### src/rtl/qpu_exu_alu_wbck_pkg.sv
// qpu_exu_alu_wbck_pkg
//   Shared widths for the ALU write-back slice and the layout of one buffered
//   write-back entry: {rdtime, rdidx, wdat}, rdtime in the MSB.
package qpu_exu_alu_wbck_pkg;

    localparam int QPU_XLEN        = 32;
    localparam int QPU_TIME_WIDTH  = 32;
    localparam int QPU_RFIDX_WIDTH = 5;

    // Width of one packed {rdtime, rdidx, wdat} entry.
    function automatic int wbck_ent_w(input int xlen, input int rfidx_w);
        return 1 + rfidx_w + xlen;
    endfunction

endpackage

### src/rtl/qpu_gnrl_fifo.sv
// qpu_gnrl_fifo
//   Small in-order FIFO with registered occupancy and a snapshot of every
//   slot (data + valid) for associative lookups by the owner.
//   Ports:
//     clk, rst_n                 clock, synchronous active-low reset
//     push_valid/ready/data      write side; ready = not full (registered state)
//     pop_valid/ready, head_data read side; pop_valid = head slot occupied
//     count                      occupied entries
//     entries, entry_valid       per-slot storage and valid bits
module qpu_gnrl_fifo #(
    parameter int DW    = 38,
    parameter int DEPTH = 2
) (
    input  logic                           clk,
    input  logic                           rst_n,
    input  logic                           push_valid,
    output logic                           push_ready,
    input  logic [DW-1:0]                  push_data,
    output logic                           pop_valid,
    input  logic                           pop_ready,
    output logic [DW-1:0]                  head_data,
    output logic [$clog2(DEPTH):0]         count,
    output logic [DEPTH-1:0][DW-1:0]       entries,
    output logic [DEPTH-1:0]               entry_valid
);

    localparam int AW = $clog2(DEPTH);
    localparam logic [AW:0] FULL = (AW+1)'(DEPTH);

    logic [AW-1:0]             wptr, rptr;
    logic [AW:0]               cnt_q;
    logic [DEPTH-1:0][DW-1:0]  mem;
    logic [DEPTH-1:0]          vld;
    logic                      push, pop;

    // Ready depends on count only, so a pop in the full cycle does not
    // reopen the input until the following cycle.
    assign push_ready = (cnt_q != FULL);
    assign push       = push_valid && push_ready;
    assign pop_valid  = vld[rptr];
    assign pop        = pop_ready && pop_valid;
    assign head_data  = mem[rptr];

    assign count       = cnt_q;
    assign entries     = mem;
    assign entry_valid = vld;

    // DEPTH is a power of two, so pointers wrap by natural overflow.
    // wptr == rptr only when empty or full, so push and pop never touch
    // the same valid bit in one cycle.
    always_ff @(posedge clk) begin
        if (!rst_n) begin
            wptr  <= '0;
            rptr  <= '0;
            cnt_q <= '0;
            mem   <= '0;
            vld   <= '0;
        end else begin
            if (push) begin
                mem[wptr] <= push_data;
                vld[wptr] <= 1'b1;
                wptr      <= wptr + AW'(1);
            end
            if (pop) begin
                vld[rptr] <= 1'b0;
                rptr      <= rptr + AW'(1);
            end
            cnt_q <= cnt_q + (AW+1)'(push) - (AW+1)'(pop);
        end
    end

endmodule

### src/rtl/qpu_exu_alu_wbck.sv
// qpu_exu_alu_wbck
//   ALU write-back stage. Buffers ALU results in order and commits each one
//   to the classical register file (always ready) or the time register
//   (valid/ready). Provides a pending-classical-write lookup for dispatch.
//   Ports:
//     clk, rst_n                    clock, synchronous active-low reset
//     alu_wbck_i_*                  result handshake in {wdat, rdidx, rdtime}
//     rf_wbck_*                     register-file write (ena, rdidx, wdat)
//     time_wbck_*                   time-register write (valid, ready, wdat)
//     chk_rdidx / chk_hit           pending-write lookup
//     wbck_cnt                      buffered entry count
module qpu_exu_alu_wbck
    import qpu_exu_alu_wbck_pkg::*;
#(
    parameter int XLEN        = QPU_XLEN,
    parameter int TIME_WIDTH  = QPU_TIME_WIDTH,
    parameter int RFIDX_WIDTH = QPU_RFIDX_WIDTH,
    parameter int DEPTH       = 2
) (
    input  logic                       clk,
    input  logic                       rst_n,
    input  logic                       alu_wbck_i_valid,
    output logic                       alu_wbck_i_ready,
    input  logic [XLEN-1:0]            alu_wbck_i_wdat,
    input  logic [RFIDX_WIDTH-1:0]     alu_wbck_i_rdidx,
    input  logic                       alu_wbck_i_rdtime,
    output logic                       rf_wbck_ena,
    output logic [RFIDX_WIDTH-1:0]     rf_wbck_rdidx,
    output logic [XLEN-1:0]            rf_wbck_wdat,
    output logic                       time_wbck_valid,
    input  logic                       time_wbck_ready,
    output logic [TIME_WIDTH-1:0]      time_wbck_wdat,
    input  logic [RFIDX_WIDTH-1:0]     chk_rdidx,
    output logic                       chk_hit,
    output logic [$clog2(DEPTH):0]     wbck_cnt
);

    localparam int EW = wbck_ent_w(XLEN, RFIDX_WIDTH);

    logic [EW-1:0]             head;
    logic                      head_vld;
    logic                      head_rdtime;
    logic [RFIDX_WIDTH-1:0]    head_rdidx;
    logic [XLEN-1:0]           head_wdat;
    logic                      pop;
    logic [DEPTH-1:0][EW-1:0]  ents;
    logic [DEPTH-1:0]          ents_vld;

    qpu_gnrl_fifo #(.DW(EW), .DEPTH(DEPTH)) u_fifo (
        .clk         (clk),
        .rst_n       (rst_n),
        .push_valid  (alu_wbck_i_valid),
        .push_ready  (alu_wbck_i_ready),
        .push_data   ({alu_wbck_i_rdtime, alu_wbck_i_rdidx, alu_wbck_i_wdat}),
        .pop_valid   (head_vld),
        .pop_ready   (pop),
        .head_data   (head),
        .count       (wbck_cnt),
        .entries     (ents),
        .entry_valid (ents_vld)
    );

    assign head_rdtime = head[EW-1];
    assign head_rdidx  = head[XLEN +: RFIDX_WIDTH];
    assign head_wdat   = head[XLEN-1:0];

    // Classical entries always retire (x0 is dropped silently); time
    // entries wait for the timer, stalling everything behind them.
    assign rf_wbck_ena     = head_vld && !head_rdtime && (head_rdidx != '0);
    assign rf_wbck_rdidx   = rf_wbck_ena ? head_rdidx : '0;
    assign rf_wbck_wdat    = rf_wbck_ena ? head_wdat  : '0;
    assign time_wbck_valid = head_vld && head_rdtime;
    assign time_wbck_wdat  = time_wbck_valid ? head_wdat[TIME_WIDTH-1:0] : '0;
    assign pop             = head_vld && (!head_rdtime || time_wbck_ready);

    // Only the tag fields matter for the lookup; fold the data bits away.
    logic unused_ents_wdat;
    always_comb begin
        unused_ents_wdat = 1'b0;
        for (int i = 0; i < DEPTH; i++)
            unused_ents_wdat = unused_ents_wdat ^ (^ents[i][XLEN-1:0]);
    end

    always_comb begin
        chk_hit = 1'b0;
        for (int i = 0; i < DEPTH; i++) begin
            if (ents_vld[i] && !ents[i][EW-1]
                && (ents[i][XLEN +: RFIDX_WIDTH] == chk_rdidx)
                && (ents[i][XLEN +: RFIDX_WIDTH] != '0))
                chk_hit = 1'b1;
        end
    end

endmodule

### config.mk
export PLATFORM = sky130hd
export DESIGN_NAME = qpu_exu_alu_wbck
export DESIGN_NICKNAME = d
export VERILOG_FILES = /design/src/rtl/qpu_exu_alu_wbck_pkg.sv /design/src/rtl/qpu_gnrl_fifo.sv /design/src/rtl/qpu_exu_alu_wbck.sv
export SDC_FILE = /design/constraint.sdc
export NUM_CORES = 1
export LEC_CHECK = 0
export ABC_AREA = 1
export CORE_ASPECT_RATIO = 1.5
export CORE_UTILIZATION = 40
export DETAILED_ROUTE_END_ITERATION = 8
export MAX_ROUTING_LAYER = met4
export PLACE_DENSITY = 0.7
export SKIP_CTS_REPAIR_TIMING = 1
export SLEW_MARGIN = 20
export SYNTH_ARGS = -nofsm -noshare
export SYNTH_HDL_FRONTEND = slang
export SYNTH_SLANG_ARGS = --single-unit
### constraint.sdc
create_clock -name clk -period 1.85 [get_ports clk]
set_input_delay 0.185 -clock clk [delete_from_list [all_inputs] [get_ports clk]]
set_output_delay 0.185 -clock clk [all_outputs]
set_load 0.02 [all_outputs]
==> results.json <==
{
  "r2r_slack_ns": 0.11,
  "fin_skew_ns": 0.00616,
  "fin_setup_tns_ns": -1.79,
  "port_buffers": 121,
  "drv_cap": 0,
  "p_int_w": 0.00478,
  "critical_path_arrival_ns": 1.77,
  "finalWirelength_um": 13800,
  "critPathKind": "flop to output pin",
  "antenna_left": 0,
  "startpoint": "u_fifo.rptr",
  "power_per_cell_area_nw_per_um2": 1170,
  "whs_ns": 0.462,
  "fp.dieW_um": 84.1,
  "rr_startpoint": "u_fifo.rptr",
  "hold_class": "input pin to flop",
  "numClockSinks": 82,
  "dp_hpwl_um": 8520,
  "seq_area_frac_synth": 0.406,
  "area_growth_pct": 56.4,
  "synth_seq_cells": 82,
  "critical_path.max_stage_delay_ns": 0.37,
  "power_frac_seq": 0.318,
  "cp-end-kind": "output pin",
  "synth_nets": 629,
  "cts_tree": "done",
  "p_clk_frac": 0.271,
  "path_cells": "buf_6, o21ai_4, nor2_2, nand3_2, nand2_4, buf_12, clkbuf_16, nor2_4, buf_6",
  "fmax_mhz": 510,
  "yosys.cell_types.count": 24,
  "fin_crit_sh": 1.06,
  "cts_max_level": 3,
  "r2r_end": "u_fifo.count[1]",
  "min_path_cells": 3,
  "p_switching_w": 0.00263,
  "antenna_found_initial": 0,
  "drive_above_1_share": 0.298,
  "diodes": 0,
  "fp.coreArea_um2": 9740,
  "dieArea_um2": 10500,
  "comb_power_share": 0.412,
  "path_depth": 9,
  "stdcell_count": 846,
  "final_nets": 774,
  "path_max_fanout": 8,
  "drt_iter0_drc": 274,
  "grt_pass1_wl_um": 20500,
  "drc_errors": 14,
  "yosysWarnings": 0,
  "worstRegToRegCells": 14,
  "tightest_slew_ns": 0.793,
  "clockBufferDepth": 2,
  "status": "complete, but fails checks",
  "first_pass_iters": 6,
  "cpMaxStageDelayCell": "dfxtp_4",
  "overflow": 0,
  "dp_slack_ns": -0.206,
  "numCtsBuffers": 9,
  "max_slew_margin": 0.471,
  "avgSynthCellArea_um2": 6.96,
  "period_minus_slack_ns": 1.96,
  "switching_share": 0.356,
  "die_h_um": 125,
  "hold_viol": 0,
  "cpMostUsedCell": "buf_6",
  "synth_cells": 581,
  "grt_usage": 0.253,
  "critical-path-top-delay-family": "buffers and inverters",
  "grt_start_max_net_pins": 43,
  "setup_viol_count_final": 34,
  "worst_slack_ns": -0.110,
  "grt_pass1_vias": 4264,
  "post_drt_wl_per_cell_um": 16.4,
  "violations": "design-rule violations, negative setup slack",
  "place_inst": 819,
  "gp_congestion": 0.857,
  "vdd_drop_max_mv": 0.806,
  "fp-row-count": 44,
  "critPathRequiredTime_ns": 1.66,
  "clock-root-buffer": "clkbuf_16",
  "io-pin-count": 122,
  "start_util": 0.415,
  "critPathBufInv": 4,
  "startpoint_type": "flop",
  "rsz0062_at_grt": "yes",
  "leakage_nw": 2.68,
  "clk_latency_ns": 0.34,
  "route.vias.total": 4453,
  "syn_area_um2": 4050,
  "cp-endpoint": "rf_wbck_wdat[16]",
  "slew_violations": 0,
  "routed_via_density": 5.26,
  "clk_pin_slew_worst_paths_ns": 0.06
}
## power groups by stage
stage          Combinational (W)  Sequential [W]  Clock (W)
2_1_floorplan            0.00147         0.00226          0
3_3_place_gp             0.00232         0.00227          0
3_5_place_dp             0.00238         0.00228          0
4_1_cts                  0.00239         0.00225    0.00202
5_1_grt                  0.00327         0.00239    0.00211
6_report                 0.00305         0.00235    0.00201
## synthesized netlist by cell type, drive strengths merged
library cell	count	area share
nor2	158	0.16
nand2	96	0.089
dfxtp	82	0.41
nand3	44	0.054
a21oi	43	0.054
o21ai	43	0.054
inv	37	0.035
mux2i	32	0.079
buf	30	0.049
clkbuf	10	0.0093
nand4	2	0.0031
and2	1	0.0015
ha	1	0.0031
nor3	1	0.0012
xnor2	1	0.0022
## worst min path at each step
| stage | startpoint | end | slack (ns) |
|---|---|---|---|
| final | alu_wbck_i_rdidx[4] | u_fifo.entries[36] | 0.46 |
| after floorplan | alu_wbck_i_wdat[7] | u_fifo.entries[45] | 0.32 |
| after CTS | alu_wbck_i_wdat[3] | u_fifo.entries[3] | 0.45 |
| after global routing | alu_wbck_i_wdat[24] | u_fifo.entries[62] | 0.47 |
| after detailed placement | u_fifo.entries[14] | u_fifo.entries[14] | 0.45 |
| after global placement | u_fifo.entries[22] | u_fifo.entries[22] | 0.45 |
## layout make-up
type                       count  area, um^2
clock inverter                 6         105
multi-input combinational    422        2500
fill                         797        3420
inverter                      37         141
tap                          115         144
clock buffer                  10         229
sequential                    82        1650
timing repair buffer         174        1570
## logic make-up after synthesis
kind of cell	Yosys count	synth area share
AO/OA/AOI/OAI	86	0.108
multiplexers	32	0.0792
flip-flops	82	0.406
buffers and inverters	77	0.0934
XOR/XNOR	1	0.00216
adder cells (fa/ha/maj)	1	0.00309
AND/OR/NAND/NOR	302	0.308
## worst min-delay path: cells and delay by family
family / cells / cell delay (ns)
buffers and inverters: 1 / 0.42
AND/OR/NAND/NOR: 1 / 0.09
AO/OA/AOI/OAI: 1 / 0.06
## stage by stage
stage	area (um^2)	total power [W]	utilization
floorplan	4050	0.00373	-
global placement	5570	0.00459	0.572
detailed placement	5570	0.00466	0.572
CTS	5910	0.00666	0.606
global route	6330	0.00776	0.649
finish	6330	0.00741	0.649
## layout by cell type, fill, tap and decap left out, drive strengths merged
cell           instances
nor2                 158
buf                   96
clkbuf                37
clkinv                 3
nor3                   1
a21oi                 43
dlymetal6s2s           2
xnor2                  1
nand3                 44
ha                     1
mux2i                 32
clkdlybuf4s50         49
o21ai                 43
nand4                  2
and2                   1
nand2                 96
bufinv                 3
dfxtp                 82
inv                   37
## flip-flops by register name, indices dropped and copies added (netlist names)
name	count
u_fifo.entries	76
u_fifo.entry_valid	2
u_fifo.wptr	1
u_fifo.rptr	1
u_fifo.count	2
## per-layer routing
layer	routed length, um	part of all wire	vias up	track usage
met4	494	0.036	0	0.104
li1	-	-	2149	-
met1	5200	0.38	2132	0.269
met2	7550	0.55	140	0.460
met3	605	0.044	32	0.0416
met5	0	0	-	-
No activity file was read; power rests on OpenSTA's default activity.
